--- src/rtl/srl_delay_cal.sv ---
// Round-trip latency calibrator: launches one marker, counts clocks until it
// returns, then picks the SRL16E tap that pads the loop up to the target latency.
module srl_delay_cal #(
  parameter int         MXCNT   = 6,
  parameter int         TIMEOUT = 48,
  parameter logic [3:0] ADR_RST = 4'd0
) (
  input  logic             clock,
  input  logic             reset_n,
  input  logic             start,
  input  logic [MXCNT-1:0] target,
  output logic             marker_tx,
  input  logic             marker_rx,
  output logic             busy,
  output logic             done,
  output logic             err_timeout,
  output logic             err_range,
  output logic [MXCNT-1:0] meas,
  output logic [3:0]       adr,
  output logic             adr_ce
);

  typedef enum logic [2:0] {
    ST_IDLE = 3'd0,
    ST_SEND = 3'd1,
    ST_WAIT = 3'd2,
    ST_CALC = 3'd3,
    ST_DONE = 3'd4,
    ST_ERR  = 3'd5
  } state_t;

  localparam logic [MXCNT-1:0]        TIMEOUT_C = MXCNT'(TIMEOUT);
  localparam logic [MXCNT-1:0]        ONE_C     = MXCNT'(1);
  localparam logic [MXCNT-1:0]        ZERO_C    = {MXCNT{1'b0}};
  localparam logic signed [MXCNT:0]   PAD_ONE   = (MXCNT+1)'(1);
  localparam logic signed [MXCNT:0]   PAD_MAX   = (MXCNT+1)'(15);

  // Clamp the signed pad into the 4-bit tap range; MSB flags an out-of-range pad.
  function automatic logic [4:0] clamp_tap(input logic signed [MXCNT:0] pad);
    logic [4:0] res;
    if (pad[MXCNT]) begin
      res = {1'b1, 4'd0};
    end else if (pad > PAD_MAX) begin
      res = {1'b1, 4'd15};
    end else begin
      res = {1'b0, pad[3:0]};
    end
    return res;
  endfunction

  state_t                state_r, next_state_s;
  logic [MXCNT-1:0]      cnt_r, cnt_nxt_s;
  logic [MXCNT-1:0]      tgt_r, tgt_nxt_s;
  logic [MXCNT-1:0]      meas_r, meas_nxt_s;
  logic [3:0]            adr_r, adr_nxt_s;
  logic                  err_range_r, err_range_nxt_s;
  logic                  adr_ce_r, adr_ce_nxt_s;
  logic                  marker_tx_r, busy_r, done_r, err_timeout_r;
  logic signed [MXCNT:0] pad_s;
  logic [4:0]            tap_s;

  assign pad_s = $signed({1'b0, tgt_r}) - $signed({1'b0, meas_r}) - PAD_ONE;
  assign tap_s = clamp_tap(pad_s);

  // Next-state and next-value logic for the calibration sequence.
  always_comb begin
    next_state_s    = state_r;
    cnt_nxt_s       = cnt_r;
    tgt_nxt_s       = tgt_r;
    meas_nxt_s      = meas_r;
    adr_nxt_s       = adr_r;
    err_range_nxt_s = err_range_r;
    adr_ce_nxt_s    = 1'b0;
    case (state_r)
      ST_IDLE, ST_DONE, ST_ERR: begin
        if (start) begin
          next_state_s    = ST_SEND;
          tgt_nxt_s       = target;
          meas_nxt_s      = ZERO_C;
          err_range_nxt_s = 1'b0;
        end else begin
          next_state_s = state_r;
        end
      end
      ST_SEND: begin
        cnt_nxt_s    = ONE_C;
        next_state_s = ST_WAIT;
      end
      ST_WAIT: begin
        // A returning marker wins over the timeout on the same cycle.
        if (marker_rx) begin
          meas_nxt_s   = cnt_r;
          next_state_s = ST_CALC;
        end else if (cnt_r == TIMEOUT_C) begin
          next_state_s = ST_ERR;
        end else begin
          cnt_nxt_s = cnt_r + ONE_C;
        end
      end
      ST_CALC: begin
        adr_nxt_s       = tap_s[3:0];
        err_range_nxt_s = tap_s[4];
        adr_ce_nxt_s    = (tap_s[3:0] != adr_r);
        next_state_s    = ST_DONE;
      end
      default: begin
        next_state_s = ST_IDLE;
      end
    endcase
  end

  // State, datapath and registered status outputs.
  always_ff @(posedge clock) begin
    if (!reset_n) begin
      state_r       <= ST_IDLE;
      cnt_r         <= ZERO_C;
      tgt_r         <= ZERO_C;
      meas_r        <= ZERO_C;
      adr_r         <= ADR_RST;
      err_range_r   <= 1'b0;
      adr_ce_r      <= 1'b0;
      marker_tx_r   <= 1'b0;
      busy_r        <= 1'b0;
      done_r        <= 1'b0;
      err_timeout_r <= 1'b0;
    end else begin
      state_r       <= next_state_s;
      cnt_r         <= cnt_nxt_s;
      tgt_r         <= tgt_nxt_s;
      meas_r        <= meas_nxt_s;
      adr_r         <= adr_nxt_s;
      err_range_r   <= err_range_nxt_s;
      adr_ce_r      <= adr_ce_nxt_s;
      // Status flags track the state being entered so they line up with it.
      marker_tx_r   <= (next_state_s == ST_SEND);
      busy_r        <= (next_state_s == ST_SEND) || (next_state_s == ST_WAIT) ||
                       (next_state_s == ST_CALC);
      done_r        <= (next_state_s == ST_DONE);
      err_timeout_r <= (next_state_s == ST_ERR);
    end
  end

  assign marker_tx   = marker_tx_r;
  assign busy        = busy_r;
  assign done        = done_r;
  assign err_timeout = err_timeout_r;
  assign err_range   = err_range_r;
  assign meas        = meas_r;
  assign adr         = adr_r;
  assign adr_ce      = adr_ce_r;

endmodule

--- config.mk ---
export PLATFORM = sky130hd
export DESIGN_NAME = srl_delay_cal
export DESIGN_NICKNAME = d
export VERILOG_FILES = /design/src/rtl/srl_delay_cal.sv
export SDC_FILE = /design/constraint.sdc
export NUM_CORES = 1
export LEC_CHECK = 0
export ABC_AREA = 1
export CORE_MARGIN = 5
export CORE_UTILIZATION = 45
export CTS_CLUSTER_DIAMETER = 60
export DETAILED_ROUTE_END_ITERATION = 16
export HOLD_SLACK_MARGIN = 0.1
export PLACE_DENSITY = 0.69
export SYNTH_ARGS = -nofsm -noshare
export SYNTH_HDL_FRONTEND = slang
export SYNTH_SLANG_ARGS = --single-unit
--- constraint.sdc ---
create_clock -name clock -period 2.1 [get_ports clock]
set_input_delay 0.315 -clock clock [delete_from_list [all_inputs] [get_ports clock]]
set_output_delay 0.315 -clock clock [all_outputs]
set_load 0.02 [all_outputs]
==> results of run 1 <==
-- registers in the layout, indices dropped and copies added, names as in the netlist --
| register | flops |
|---|---|
| done | 1 |
| adr | 4 |
| cnt_r | 6 |
| err_range | 1 |
| err_timeout | 1 |
| adr_ce | 1 |
| marker_tx | 1 |
| meas | 6 |
| tgt_r | 6 |
| busy | 1 |
| state_r | 3 |
-- cell type report --
| cell class | count | area, sq um |
|---|---|---|
| clock buffers | 8 | 68.8 |
| fillers | 320 | 1330 |
| inverters | 35 | 134 |
| multi-input cells | 148 | 891 |
| flip-flops and latches | 31 | 622 |
| well taps | 46 | 57.6 |
| repair buffers | 32 | 310 |
-- power groups by stage --
stage          Sequential (mW)  Combinational [mW]  Clock [mW]
2_1_floorplan            0.714               0.425           0
3_3_place_gp             0.685               0.607           0
3_5_place_dp             0.686               0.620           0
4_1_cts                  0.673               0.633       0.419
5_1_grt                  0.681               0.809       0.441
6_report                 0.673               0.715       0.401
-- layer usage --
layer  share of wire (%)  wire length, um
met3                 4.4              155
met5                   0                0
met4                 2.6               90
met1                  45             1570
met2                  48             1710
-- critical path, cell delays in order (launching register included) --
cell	delay, ns
dfxtp_2	0.33
inv_2	0.05
ha_2	0.17
inv_2	0.04
fa_2	0.37
inv_2	0.06
nand3_2	0.07
nand2_2	0.09
a21oi_2	0.07
o21bai_4	0.20
buf_6	0.13
buf_4	0.09
nand3b_1	0.07
nand2_1	0.07
nor2_1	0.04
a21oi_1	0.11
-- how the worst max path moves through the flow --
stage	startpoint	endpoint	slack, ns	cells after the start
3_3_place_gp	meas[0]	adr_ce	0.06	14
5_1_grt	meas[0]	adr_ce	-0.04	15
6_report	meas[0]	adr_ce	0.05	15
3_5_place_dp	meas[0]	adr_ce	-0.02	14
2_1_floorplan	meas[0]	adr_ce	0.08	14
4_1_cts	meas[0]	adr_ce	0.04	14
-- cells by family (layout without fill, tap and decap cells) --
logic type | count (synthesis) | in the layout | synth area share, %
buffers and inverters | 38 | 75 | 9.42
xor gates and xnor gates | 1 | 1 | 0.536
AOI/OAI and AO/OA | 41 | 41 | 14.4
DFF | 31 | 31 | 38.0
adders and majority gates | 9 | 9 | 7.36
and+or+nand+nor | 97 | 97 | 30.3
-- timing repair --
action | 4_1_cts | 5_1_grt
resized for setup | 1 | 16
pin swaps | 0 | 5
endpoints found under the setup margin | 1 | 2
setup buffers | 0 | 4
-- cells in the final DEF (no fill, tap or decap), drive strengths merged --
cell type,synthesis,final
a211oi,5,5
nand3,17,17
inv,34,34
ha,8,8
nor3,6,6
a21oi,19,19
o21bai,1,1
clkdlybuf4s50,0,25
clkbuf,1,8
o21ai,16,16
xor2,1,1
nor2,29,29
dfxtp,31,31
nand4,5,5
clkinv,1,1
nor4,1,1
nand2,36,36
nand3b,3,3
buf,2,7
fa,1,1
-- per-stage QoR --
| step | hold slack, ns | power [mW] |
|---|---|---|
| finish | 0.464 | 1.79 |
| global route | 0.491 | 1.93 |
| CTS | 0.493 | 1.72 |
| detailed placement | 0.480 | 1.31 |
| global placement | 0.464 | 1.29 |
| floorplan | 0.459 | 1.14 |
==> out/metrics.yaml, run 1 <==
cts:
  clock_sinks: 31
  clk_pin_slew_ns: 0.10
  cts_tree: "yes"
  root_buffer: "clkbuf_4"
  clock_latency_ns: 0.34
  cts_buffer_depth: 2
  hold_buffers: 0
  cts_max_level: 2
  cts_buffers: 5
yosys:
  synth.most_common_cell: "nand2_1"
  synth_common_cells: "nand2_1 (35), dfxtp_1 (31), inv_1 (29)"
  seq_area_frac_synth_pct: 38.0
  ys.warnings.count: 0
  synth.avg_cell_area_sq_um: 7.52
  yosys-top-cells-area: "dfxtp_1 (38%), nand2_1 (8.0%), inv_1 (6.7%), ha_1 (6.1%), nor2_1 (5.7%)"
  ys_ff_latch: 31
  synth_ff_type: "dfxtp_1"
  synthDistinctLibCells: 30
  yosysTopAreaCellShare_pct: 38.0
  syn_nets: 236
  yosys.area.top_type: "dfxtp_1"
  synth_area_sq_mm: 0.00163
  ys_async_sr_fraction_pct: 0
  synth-edff-count: 0
  syn_inst: 217
power:
  p_clk_share_pct: 22.4
  p_per_area_mw_per_mm2: 859
  vdd_ir_drop_max_mv: 0.411
  comb_power_share_pct: 39.9
  power.leakage_nw: 0.892
  internal-power_mw: 1.14
  p_sw_uw: 653
  switching_share_pct: 36.5
  p_seq_share_pct: 37.6
worst_setup_path:
  rr_worst_depth: 15
  reg2reg_from: "meas[0]"
  reg2reg_slack_ns: 0.05
  worstSetupPathType: "flip-flop to flip-flop"
  cp_data_required_time_ns: 2.37
  crit_fanout: 4
  cp-start-kind: "flip-flop"
  cp-end-kind: "flip-flop"
  rr_endpoint: "adr_ce"
  worstPathArrival_ns: 2.32
hold_path:
  hold_path.class: "flip-flop to flip-flop"
  worstHoldPathCells: 2
  holdCritStartpoint: "meas[0]"
  min_to: "meas[0]"
drt:
  drt_iter0_drc: 89
  vias_per_cell: 4.95
  ant_nets: 0
  first_pass_iters: 4
  route.vias.total: 1486
  wl_per_cell_um: 11.8
  drc_errors: 0
  totalWireLength_um: 3530
layout:
  fin_nets: 272
  drive_gt1_share_pct: 17.3
  area_delta_synth_final_pct: 27.6
  stdcell_count: 300
  design_area_sq_mm: 0.00208
  n_antenna_cell: 0
  final_core_util_pct: 61.0
floorplanning:
  top_level_ports: 26
  placementRows: 21
  dieWidth_um: 70.2
  die-area_sq_mm: 0.00493
  coreArea_sq_mm: 0.00342
  dieHeight_um: 70.2
  start_util_pct: 47.8
global_route:
  grt_antenna_before_repair: 0
  grt-ovfl-total: 0
  grtUsageMet2_pct: 24.4
  met1_usage_pct: 17.2
  grt_max_degree: 18
  grt-busiest-layer: "met2"
  grt_usage_pct: 15.0
  grt_pass1_vias: 1367
  globalRouteMet3Util_pct: 5.16
  grt_first_pass_wirelength_um: 5880
sta:
  fin_ws_ns: 0.0516
  skew_ns: 0.0103
  period_share_pct: 97.5
  max_freq_mhz: 488
  tns_ns: 0
  setup_viol: 0
  slew_headroom_pct: 68.9
  worst_pin_slew_ns: 0.465
  min_period_ns: 2.05
  finalHoldViolations: 0
  timing.final.max_slew_violations: 0
outcome:
  outcome: "completed"
place:
  dp_hpwl_um: 2690
  dp.cells: 288
  port_buffers: 25
  post-place-ws_ns: -0.0183
  dpl_cell_area_sq_mm: 0.00194
  gp_congestion: 0.764
job:
  max-cap-violations: 0
(Power assumes the default switching activity.)
==> inputs of run 2 (changes only) <==
--- a/config.mk
+++ b/config.mk
@@ -6,12 +6,14 @@
 export NUM_CORES = 1
 export LEC_CHECK = 0
 export ABC_AREA = 1
+export CELL_PAD_IN_SITES_DETAIL_PLACEMENT = 0
+export CELL_PAD_IN_SITES_GLOBAL_PLACEMENT = 2
 export CORE_MARGIN = 5
-export CORE_UTILIZATION = 45
+export CORE_UTILIZATION = 30
 export CTS_CLUSTER_DIAMETER = 60
 export DETAILED_ROUTE_END_ITERATION = 16
 export HOLD_SLACK_MARGIN = 0.1
-export PLACE_DENSITY = 0.69
+export PLACE_DENSITY_LB_ADDON = 0.1
 export SYNTH_ARGS = -nofsm -noshare
 export SYNTH_HDL_FRONTEND = slang
 export SYNTH_SLANG_ARGS = --single-unit
==> run 2 against run 1 <==
Against the previous run: power is 4.4% higher; combinational power is 3% lower; maximum frequency is 6.9% higher; non-clock buffer count is 2 lower; largest power group unchanged; via count is 3.5% lower; routed wire length is 11% higher; final cell count is 7.7% higher; die area is 42% higher.
==> out/metrics.yaml, run 2 (synthesis gave the netlist of run 1 again) <==
outcome:
  outcome: "completed"
place:
  post-place-ws_ns: -0.0143
  gp_congestion: 0.753
  dp_hpwl_um: 3020
  port_buffers: 25
  dpl_cell_area_sq_mm: 0.00198
worst_setup_path:
  cp_data_required_time_ns: 2.27
  cp-end-kind: "flip-flop"
  worstSetupPathType: "flip-flop to flip-flop"
  crit_chain: "inv_2 -> ha_4 -> inv_2 -> fa_2 -> inv_2 -> nand3_2 -> nand2_2 -> a21oi_2 -> o21bai_4 -> nand2_1 -> nand2_1 -> nand2_1 -> nor2_1 -> a21oi_1"
  cp-start-kind: "flip-flop"
  cpLargestDelayFamily: "adder cells"
  crit_fanout: 5
  crit_path_top_delay_cell: "fa_2"
  max_stage_delay_ns: 0.36
  cp_num_buf_inv: 3
  worstPathArrival_ns: 2.09
power:
  total_power_mw: 1.87
  switching_share_pct: 38.2
  power.leakage_nw: 0.894
  vdd_ir_drop_max_mv: 0.416
  internal-power_mw: 1.16
  p_per_area_mw_per_mm2: 871
  p_clk_share_pct: 26.6
  p_sw_uw: 713
  comb_power_share_pct: 37.3
  p_seq_share_pct: 36.1
drt:
  ant_nets: 0
  totalWireLength_um: 3930
  drc_errors: 0
  first_pass_iters: 4
  wl_per_cell_um: 12.2
  route.vias.total: 1434
  vias_per_cell: 4.44
  drt_iter0_drc: 32
floorplanning:
  die-area_sq_mm: 0.00702
  dieHeight_um: 83.8
  start_util_pct: 31.4
  dieWidth_um: 83.8
  coreArea_sq_mm: 0.00520
  placementRows: 26
  top_level_ports: 26
global_route:
  grt_antenna_before_repair: 0
  grt_pass1_vias: 1405
  grt_max_degree: 18
  grt_first_pass_wirelength_um: 6690
  grt_usage_pct: 11.9
  grt-ovfl-total: 0
cts:
  hold_buffers: 0
  root_buffer: "clkbuf_8"
  cts_max_level: 2
  cts_buffers: 5
  clock_sinks: 31
  cts_buffer_depth: 2
  clk_pin_slew_ns: 0.08
  cts_tree: "yes"
  clock_latency_ns: 0.29
sta:
  finalHoldViolations: 0
  max_freq_mhz: 522
  fin_ws_ns: 0.184
  worst_pin_slew_ns: 0.456
  slew_headroom_pct: 69.5
  timing.final.max_slew_violations: 0
  rsz0062_at_grt: "yes"
  min_period_ns: 1.92
  whs_ns: 0.481
  skew_ns: 0.00926
  setup_viol: 0
  period_share_pct: 91.3
layout:
  fin_nets: 271
  area_delta_synth_final_pct: 31.4
  n_antenna_cell: 0
  design_area_sq_mm: 0.00215
  final_core_util_pct: 41.2
  final_cell_mix: "nand2_1 (32), dfxtp_1 (29), inv_1 (26)"
  drive_gt1_share_pct: 18.2
  final_common_cell: "nand2_1"
hold_path:
  hold_path.class: "flip-flop to flip-flop"
job:
  max-cap-violations: 0
run 2: cell count changes in the layout (fill, tap and decap cells not counted), sizes merged:
cell	previous run	this run
clkbuf	8	5
buf	7	5
clkinv	1	3
clkinvlp	0	1
o21bai	1	2
run 2: path summary, 6_finish.rpt:
| path | start | end | slack [ns] | cells past startpoint |
|---|---|---|---|---|
| setup / recovery | meas[0] | adr_ce | 0.18 | 14 |
| hold reg to reg | err_range | err_range | 0.48 | 2 |
| hold / removal | err_range | err_range | 0.48 | 2 |
| setup reg to reg | meas[0] | adr_ce | 0.18 | 14 |
run 2: layout make-up:
class                           count  area (sq um)
Clock buffer                        5          68.8
Clock inverter                      3          25.0
Fill cell                         549          3060
Inverter                           35           134
Multi-Input combinational cell    149           920
Sequential cell                    31           623
Tap cell                           70          87.6
Timing Repair Buffer               30           288
run 2: worst reg2reg max path, delay by kind of cell, from the launching register on:
kind / cells / cell delay (ns)
buf+inv: 3 / 0.17
fa+ha+maj: 2 / 0.49
simple gates: 6 / 0.45
compound gates: 3 / 0.36
flops: 1 / 0.33
run 2: routing by layer:
layer	up-vias	wire length [um]	share of wire (%)	track usage (%)
met5	-	0	0	0
met4	0	56	1.4	4.82
met3	6	150	3.8	3.16
met2	17	1920	49	20.0
li1	784	-	-	-
met1	627	1800	46	14.3
run 2: power groups by stage:
stage / clock [mW] / sequential (mW) / combinational, mW
finish: 0.497 / 0.674 / 0.697
CTS: 0.518 / 0.672 / 0.651
floorplan: 0 / 0.714 / 0.425
global placement: 0 / 0.686 / 0.644
detailed placement: 0 / 0.685 / 0.637
global route: 0.543 / 0.680 / 0.794
run 2: repair_timing:
action,4_1_cts,5_1_grt
setup buffers,0,1
pin swaps,0,9
endpoints found under the setup margin,1,3
gates cloned,0,1
gates resized for setup,1,16
run 2: metrics by stage:
step / instances / TNS, ns
2_1_floorplan: 217 / 0
3_3_place_gp: 313 / 0
3_5_place_dp: 313 / -0.0143
4_1_cts: 321 / 0
5_1_grt: 323 / -0.0200
6_report: 323 / 0
